===== config.mk =====
export PLATFORM = sky130hd
export DESIGN_NAME = weight_stream_buffer
export DESIGN_NICKNAME = d
export VERILOG_FILES = /design/src/rtl/weight_stream_pkg.sv /design/src/rtl/buffer_ram.sv /design/src/rtl/weight_stream_buffer.sv
export SDC_FILE = /design/constraint.sdc
export NUM_CORES = 1
export LEC_CHECK = 0
export ABC_AREA = 1
export CELL_PAD_IN_SITES_DETAIL_PLACEMENT = 1
export CELL_PAD_IN_SITES_GLOBAL_PLACEMENT = 1
export CORE_ASPECT_RATIO = 1.4
export CORE_MARGIN = 2
export CORE_UTILIZATION = 30
export CTS_CLUSTER_DIAMETER = 30
export DETAILED_ROUTE_END_ITERATION = 12
export PLACE_DENSITY = 0.55
export SLEW_MARGIN = 20
export SYNTH_ARGS = -nofsm -noshare
export SYNTH_HDL_FRONTEND = slang
export SYNTH_HIERARCHICAL = 1
export SYNTH_SLANG_ARGS = --single-unit

===== constraint.sdc =====
create_clock -name clk -period 6.9 [get_ports clk]
set_input_delay 1.035 -clock clk [delete_from_list [all_inputs] [get_ports clk]]
set_output_delay 1.035 -clock clk [all_outputs]
set_load 0.05 [all_outputs]

===== src/rtl/weight_stream_pkg.sv =====
// Shared word and sizing definitions for the weight/activation stream path.
// Consumed by the stream buffer, the streamer and the MVTU compute array.
package weight_stream_pkg;

    localparam int unsigned WEIGHT_LEVELS = 2;
    localparam int unsigned SIMD_WIDTH    = 32;
    localparam int unsigned W             = SIMD_WIDTH * WEIGHT_LEVELS;
    localparam int unsigned DEF_DEPTH     = 4;
    localparam int unsigned DEF_AF_THRESH = 3;
    localparam int unsigned PTR_W         = $clog2(DEF_DEPTH);
    localparam int unsigned CNT_W         = PTR_W + 1;

    // One SIMD word: simd_width lanes of weight_levels bits each.
    typedef logic [W-1:0] word_t;

endpackage


===== src/rtl/buffer_ram.sv =====
// DEPTH x DATA_W register array with one synchronous write port and one
// asynchronous read port. Contents are never reset.
// Ports:
//   clk      in   clock, rising edge
//   we_i     in   write enable
//   waddr_i  in   write address
//   wdata_i  in   write data
//   raddr_i  in   read address
//   rdata_o  out  read data (combinational from storage)
module buffer_ram #(
    parameter int unsigned DATA_W = 64,
    parameter int unsigned DEPTH  = 4
) (
    input  logic                     clk,
    input  logic                     we_i,
    input  logic [$clog2(DEPTH)-1:0] waddr_i,
    input  logic [DATA_W-1:0]        wdata_i,
    input  logic [$clog2(DEPTH)-1:0] raddr_i,
    output logic [DATA_W-1:0]        rdata_o
);

    logic [DATA_W-1:0] mem_q [DEPTH];

    // Storage write
    always_ff @(posedge clk) begin
        if (we_i) begin
            mem_q[waddr_i] <= wdata_i;
        end
    end

    assign rdata_o = mem_q[raddr_i];

endmodule


===== src/rtl/weight_stream_buffer.sv =====
// Elastic first-word-fall-through buffer between the weight/activation
// streamer and the MVTU array. Valid/ready on both sides, synchronous flush,
// occupancy count and almost-full flag. in_ready depends only on registered
// occupancy, so there is no combinational path from out_ready to in_ready.
// Ports:
//   clk, rst      clock and synchronous active-high reset
//   flush         synchronous clear of occupancy and pointers
//   in_valid/in_data/in_ready     upstream handshake
//   out_valid/out_data/out_ready  downstream handshake (out_data zero when empty)
//   count         occupancy 0..DEPTH
//   almost_full   count >= AF_THRESH
module weight_stream_buffer
    import weight_stream_pkg::*;
#(
    parameter int unsigned weight_levels = WEIGHT_LEVELS,
    parameter int unsigned simd_width    = SIMD_WIDTH,
    parameter int unsigned DEPTH         = DEF_DEPTH,
    parameter int unsigned AF_THRESH     = DEF_AF_THRESH
) (
    input  logic                                  clk,
    input  logic                                  rst,
    input  logic                                  flush,
    input  logic                                  in_valid,
    input  logic [simd_width*weight_levels-1:0]   in_data,
    output logic                                  in_ready,
    output logic                                  out_valid,
    output logic [simd_width*weight_levels-1:0]   out_data,
    input  logic                                  out_ready,
    output logic [$clog2(DEPTH):0]                count,
    output logic                                  almost_full
);

    localparam int unsigned DATA_W = simd_width * weight_levels;
    localparam int unsigned AW     = $clog2(DEPTH);
    localparam int unsigned CW     = AW + 1;

    logic [AW-1:0]     wr_ptr_q, wr_ptr_d;
    logic [AW-1:0]     rd_ptr_q, rd_ptr_d;
    logic [CW-1:0]     count_q, count_d;
    logic              in_ready_q, in_ready_d;
    logic              out_valid_q, out_valid_d;
    logic              almost_full_q, almost_full_d;
    logic              push_c, pop_c, ram_we_c;
    logic [DATA_W-1:0] ram_rdata;

    // Next-state: flush dominates any same-cycle push/pop
    always_comb begin
        wr_ptr_d = wr_ptr_q;
        rd_ptr_d = rd_ptr_q;
        count_d  = count_q;
        push_c   = in_valid && in_ready_q;
        pop_c    = out_valid_q && out_ready;
        ram_we_c = 1'b0;

        if (flush) begin
            wr_ptr_d = '0;
            rd_ptr_d = '0;
            count_d  = '0;
        end else begin
            ram_we_c = push_c;
            if (push_c) begin
                wr_ptr_d = wr_ptr_q + AW'(1);
            end
            if (pop_c) begin
                rd_ptr_d = rd_ptr_q + AW'(1);
            end
            case ({push_c, pop_c})
                2'b10:   count_d = count_q + CW'(1);
                2'b01:   count_d = count_q - CW'(1);
                default: count_d = count_q;
            endcase
        end

        // Status flags are precomputed so they come straight from flops
        in_ready_d    = (count_d != CW'(DEPTH));
        out_valid_d   = (count_d != '0);
        almost_full_d = (count_d >= CW'(AF_THRESH));
    end

    // State registers
    always_ff @(posedge clk) begin
        if (rst) begin
            wr_ptr_q      <= '0;
            rd_ptr_q      <= '0;
            count_q       <= '0;
            in_ready_q    <= 1'b1;
            out_valid_q   <= 1'b0;
            almost_full_q <= 1'b0;
        end else begin
            wr_ptr_q      <= wr_ptr_d;
            rd_ptr_q      <= rd_ptr_d;
            count_q       <= count_d;
            in_ready_q    <= in_ready_d;
            out_valid_q   <= out_valid_d;
            almost_full_q <= almost_full_d;
        end
    end

    buffer_ram #(
        .DATA_W (DATA_W),
        .DEPTH  (DEPTH)
    ) u_ram (
        .clk     (clk),
        .we_i    (ram_we_c && !rst),
        .waddr_i (wr_ptr_q),
        .wdata_i (in_data),
        .raddr_i (rd_ptr_q),
        .rdata_o (ram_rdata)
    );

    assign in_ready    = in_ready_q;
    assign out_valid   = out_valid_q;
    assign count       = count_q;
    assign almost_full = almost_full_q;
    // Stale storage never leaks out when the buffer is empty
    assign out_data    = out_valid_q ? ram_rdata : '0;

endmodule


==> flow_summary.toml <==
[pwr]
p_total_mw = 4.86
leakage_nw = 7.45
power_density_mw_per_mm2 = 304
ir_drop_v = 0.000160
p_sw_share_pct = 22.8
combPwrFrac_pct = 7.7
switchingPower_mw = 1.11
pwr-share-seq_pct = 37.4
power_frac_clock_pct = 54.9
p_int_mw = 3.76

[floorplanning]
die_w_um = 175
initial_utilization_pct = 30.5
die_h_um = 244
core-area_mm2 = 0.0404
rows = 87
die_area_mm2 = 0.0427
ios = 139

[global_route]
grt_pass1_wl_um = 48800
grt_max_degree = 81
track_usage_pct = 14.8
grt_antenna_before_repair = 1
grt_overflow_total = 0
first_global_vias = 8959

[worst_hold_path]
hold_path_class = "reg2reg"
min_from = "count[2]$_SDFF_PP0_"

[timing]
max_slew.worst_pin.slew_ns = 0.966
fmax_ghz = 0.218
setup_viol = 0
grt_setup_unrepaired = "no"
slew_viol_final = 0
fin_crit_sh_pct = 66.4
fin_tns_setup_ns = 0
max_slew_margin_pct = 35.6
period_needed_ns = 4.58
finalHoldViolCount = 0
final.setup_skew_ns = 0.0100
postLayoutSetupSlackWorst_ns = 2.32

[detailed_routing]
antenna_left = 0
via_count = 8237
wire_per_inst_um = 15.9
vias_per_cell = 4.24
dr.pass1.iters = 4
drtIter0Drc = 346
routed_wl_um = 30800
drc_errors = 0

[clock_tree]
hold_buffers = 0
cts_tree = "built"
clk_pin_slew_ns = 0.05
htree_num_levels = 2
cts_num_sinks = 266
clock_path_buffers = 3
clock-root-buffer = "clkbuf_16"
clkLatencyLatePin_ns = 0.55
cts_made_buffers = 53
postCtsResizedCells = 0
postCtsSetupRepairBufs = 0

[final_layout]
drive_gt1_share_pct = 17.0
num-nets-final = 1436
design_area_mm2 = 0.0160
final_cell_mix = "338 x nand2_1, 273 x inv_1, 256 x edfxtp_1, 138 x clkdlybuf4s50_1, 129 x nand3_1"
register_area_mm2 = 0.00790
fillCellCount = 4434
layout_commonest_cell = "nand2_1"
fin_cells = 1943
multiInputGateArea_mm2 = 0.00280
syn_to_final_growth_pct = 30.3

[synthesis]
synth_top_cell_by_area = "edfxtp_1"
synth_flop_cell = "edfxtp_1"
synthesis.nets = 1277
ys_ff_latch = 266
synth-edff-count = 256
ys_seq_area_share_pct = 64.1
synthesis.instances = 1206
yosysWarnings = 6
synthTopCellsByArea = "edfxtp_1 62%, nand2_1 10%, inv_1 8.3%"
yosys.area.top_type_share_pct = 62.5
syn_area_mm2 = 0.0123
synthArstFlopShare_pct = 0
postSynthAreaPerCell_um2 = 10.2
synth_cell_types = 26

[placement]
placed_cells = 1844
io_buffers = 138
placed_cell_area_mm2 = 0.0141
finalWeightedCongestion = 0.692
dp_slack_ns = 2.81
hpwlAfterDp_um = 18300

[setup_path]
path_max_fanout = 75
r2r_start = "out_valid$_SDFF_PP0_"
cp_cell_sequence = "inv_4, buf_4, nand2_1, nand3_1, nand2_1, nand2_4, inv_2, clkdlybuf4s50_1"
critPathCapture = "out_data[4]"
critPathRequiredTime_ns = 5.86
r2r_slack_ns = 4.42
cp_common_cell = "nand2_1"
path_class = "reg2out"
cp-end-kind = "output port"
timing.rr.end = "in_ready$_SDFF_PP1_"
cp-startpoint = "rd_ptr_q[0]$_SDFFE_PP0P_"
rr_worst_depth = 10
cpMaxStageDelayCell = "clkdlybuf4s50_1"
cp_data_arrival_time_ns = 3.54
cpPeakStageDelay_ns = 0.79
worstSetupStartpointType = "register"

[status]
status = "complete, no violations"

[flow_run]
maxCapViolations = 0
## power by group through the flow
| stage | logic (mW) | clock network [mW] | registers [mW] |
|---|---|---|---|
| 2_1_floorplan | 0.257 | 0 | 1.84 |
| 3_3_place_gp | 0.378 | 0 | 1.85 |
| 3_5_place_dp | 0.381 | 0 | 1.85 |
| 4_1_cts | 0.382 | 2.73 | 1.82 |
| 5_1_grt | 0.403 | 2.80 | 1.82 |
| 6_report | 0.373 | 2.67 | 1.82 |
## cell families (layout without fill, tap and decap cells)
logic type               Yosys count  in the layout  synth area share [%]
AO/OA/AOI/OAI                      4              4                 0.163
buffers and inverters            386            588                  13.3
other                              0              1                     0
XOR/XNOR                           2              2                 0.142
adder cells (fa/ha/maj)            2              2                 0.264
AND/OR/NAND/NOR                  546            546                  22.0
flip-flops                       266            266                  64.1
## worst max-delay path, delay by kind of cell, from the launching register on
| family | cells | cell delay, ns |
|---|---|---|
| buf+inv | 4 | 1.75 |
| simple gates | 4 | 0.43 |
| flops | 1 | 0.75 |
## metrics by stage
stage	util, %	hold WS [ns]
after CTS	39.7	0.539
after floorplan	-	0.471
after detailed placement	35.0	0.535
after global routing	39.7	0.578
final	39.7	0.531
after global placement	35.0	0.518
## worst min path at each step
stage,endpoint,slack (ns),cells past startpoint
4_1_cts,in_ready$_SDFF_PP1_,0.54,3
2_1_floorplan,wr_ptr_q[0]$_SDFFE_PP0P_,0.47,1
6_report,in_ready$_SDFF_PP1_,0.53,3
5_1_grt,in_ready$_SDFF_PP1_,0.58,3
3_5_place_dp,wr_ptr_q[0]$_SDFFE_PP0P_,0.54,1
3_3_place_gp,wr_ptr_q[0]$_SDFFE_PP0P_,0.52,1
## layer usage
layer | track usage [%] | wire length (um)
met1 | 16.1 | 12300
met2 | 27.7 | 16300
met3 | 2.68 | 1170
met4 | 6.40 | 1040
met5 | 0 | 0
## final cells by class
type / count / share of cell area, %
timing repair buffer: 152 / 9.35
inverter: 338 / 7.95
tap: 534 / 4.17
antenna: 1 / 0.0156
multi-input combinational: 554 / 17.5
sequential: 266 / 49.3
clock inverter: 34 / 2.89
clock buffer: 64 / 8.86
## synthesized netlist by cell type (2+ instances only)
master / count
nor2_1: 5
a21oi_1: 2
buf_2: 21
nand2_1: 338
clkbuf_1: 4
nor3_1: 4
buf_1: 2
xor2_1: 2
nand2_4: 60
o21ai_1: 2
inv_2: 65
inv_1: 273
nor2_4: 2
buf_4: 14
nand2_2: 4
edfxtp_1: 256
buf_12: 6
nand3_1: 129
dfxtp_1: 10
## sequential cells by signal (all words and copies together), names as in the netlist
signal and count:
almost_full 1, count 3, in_ready 1, out_valid 1
rd_ptr_q 2, u_ram/mem_q 256, wr_ptr_q 2
Power figures use the tool's default switching activity.
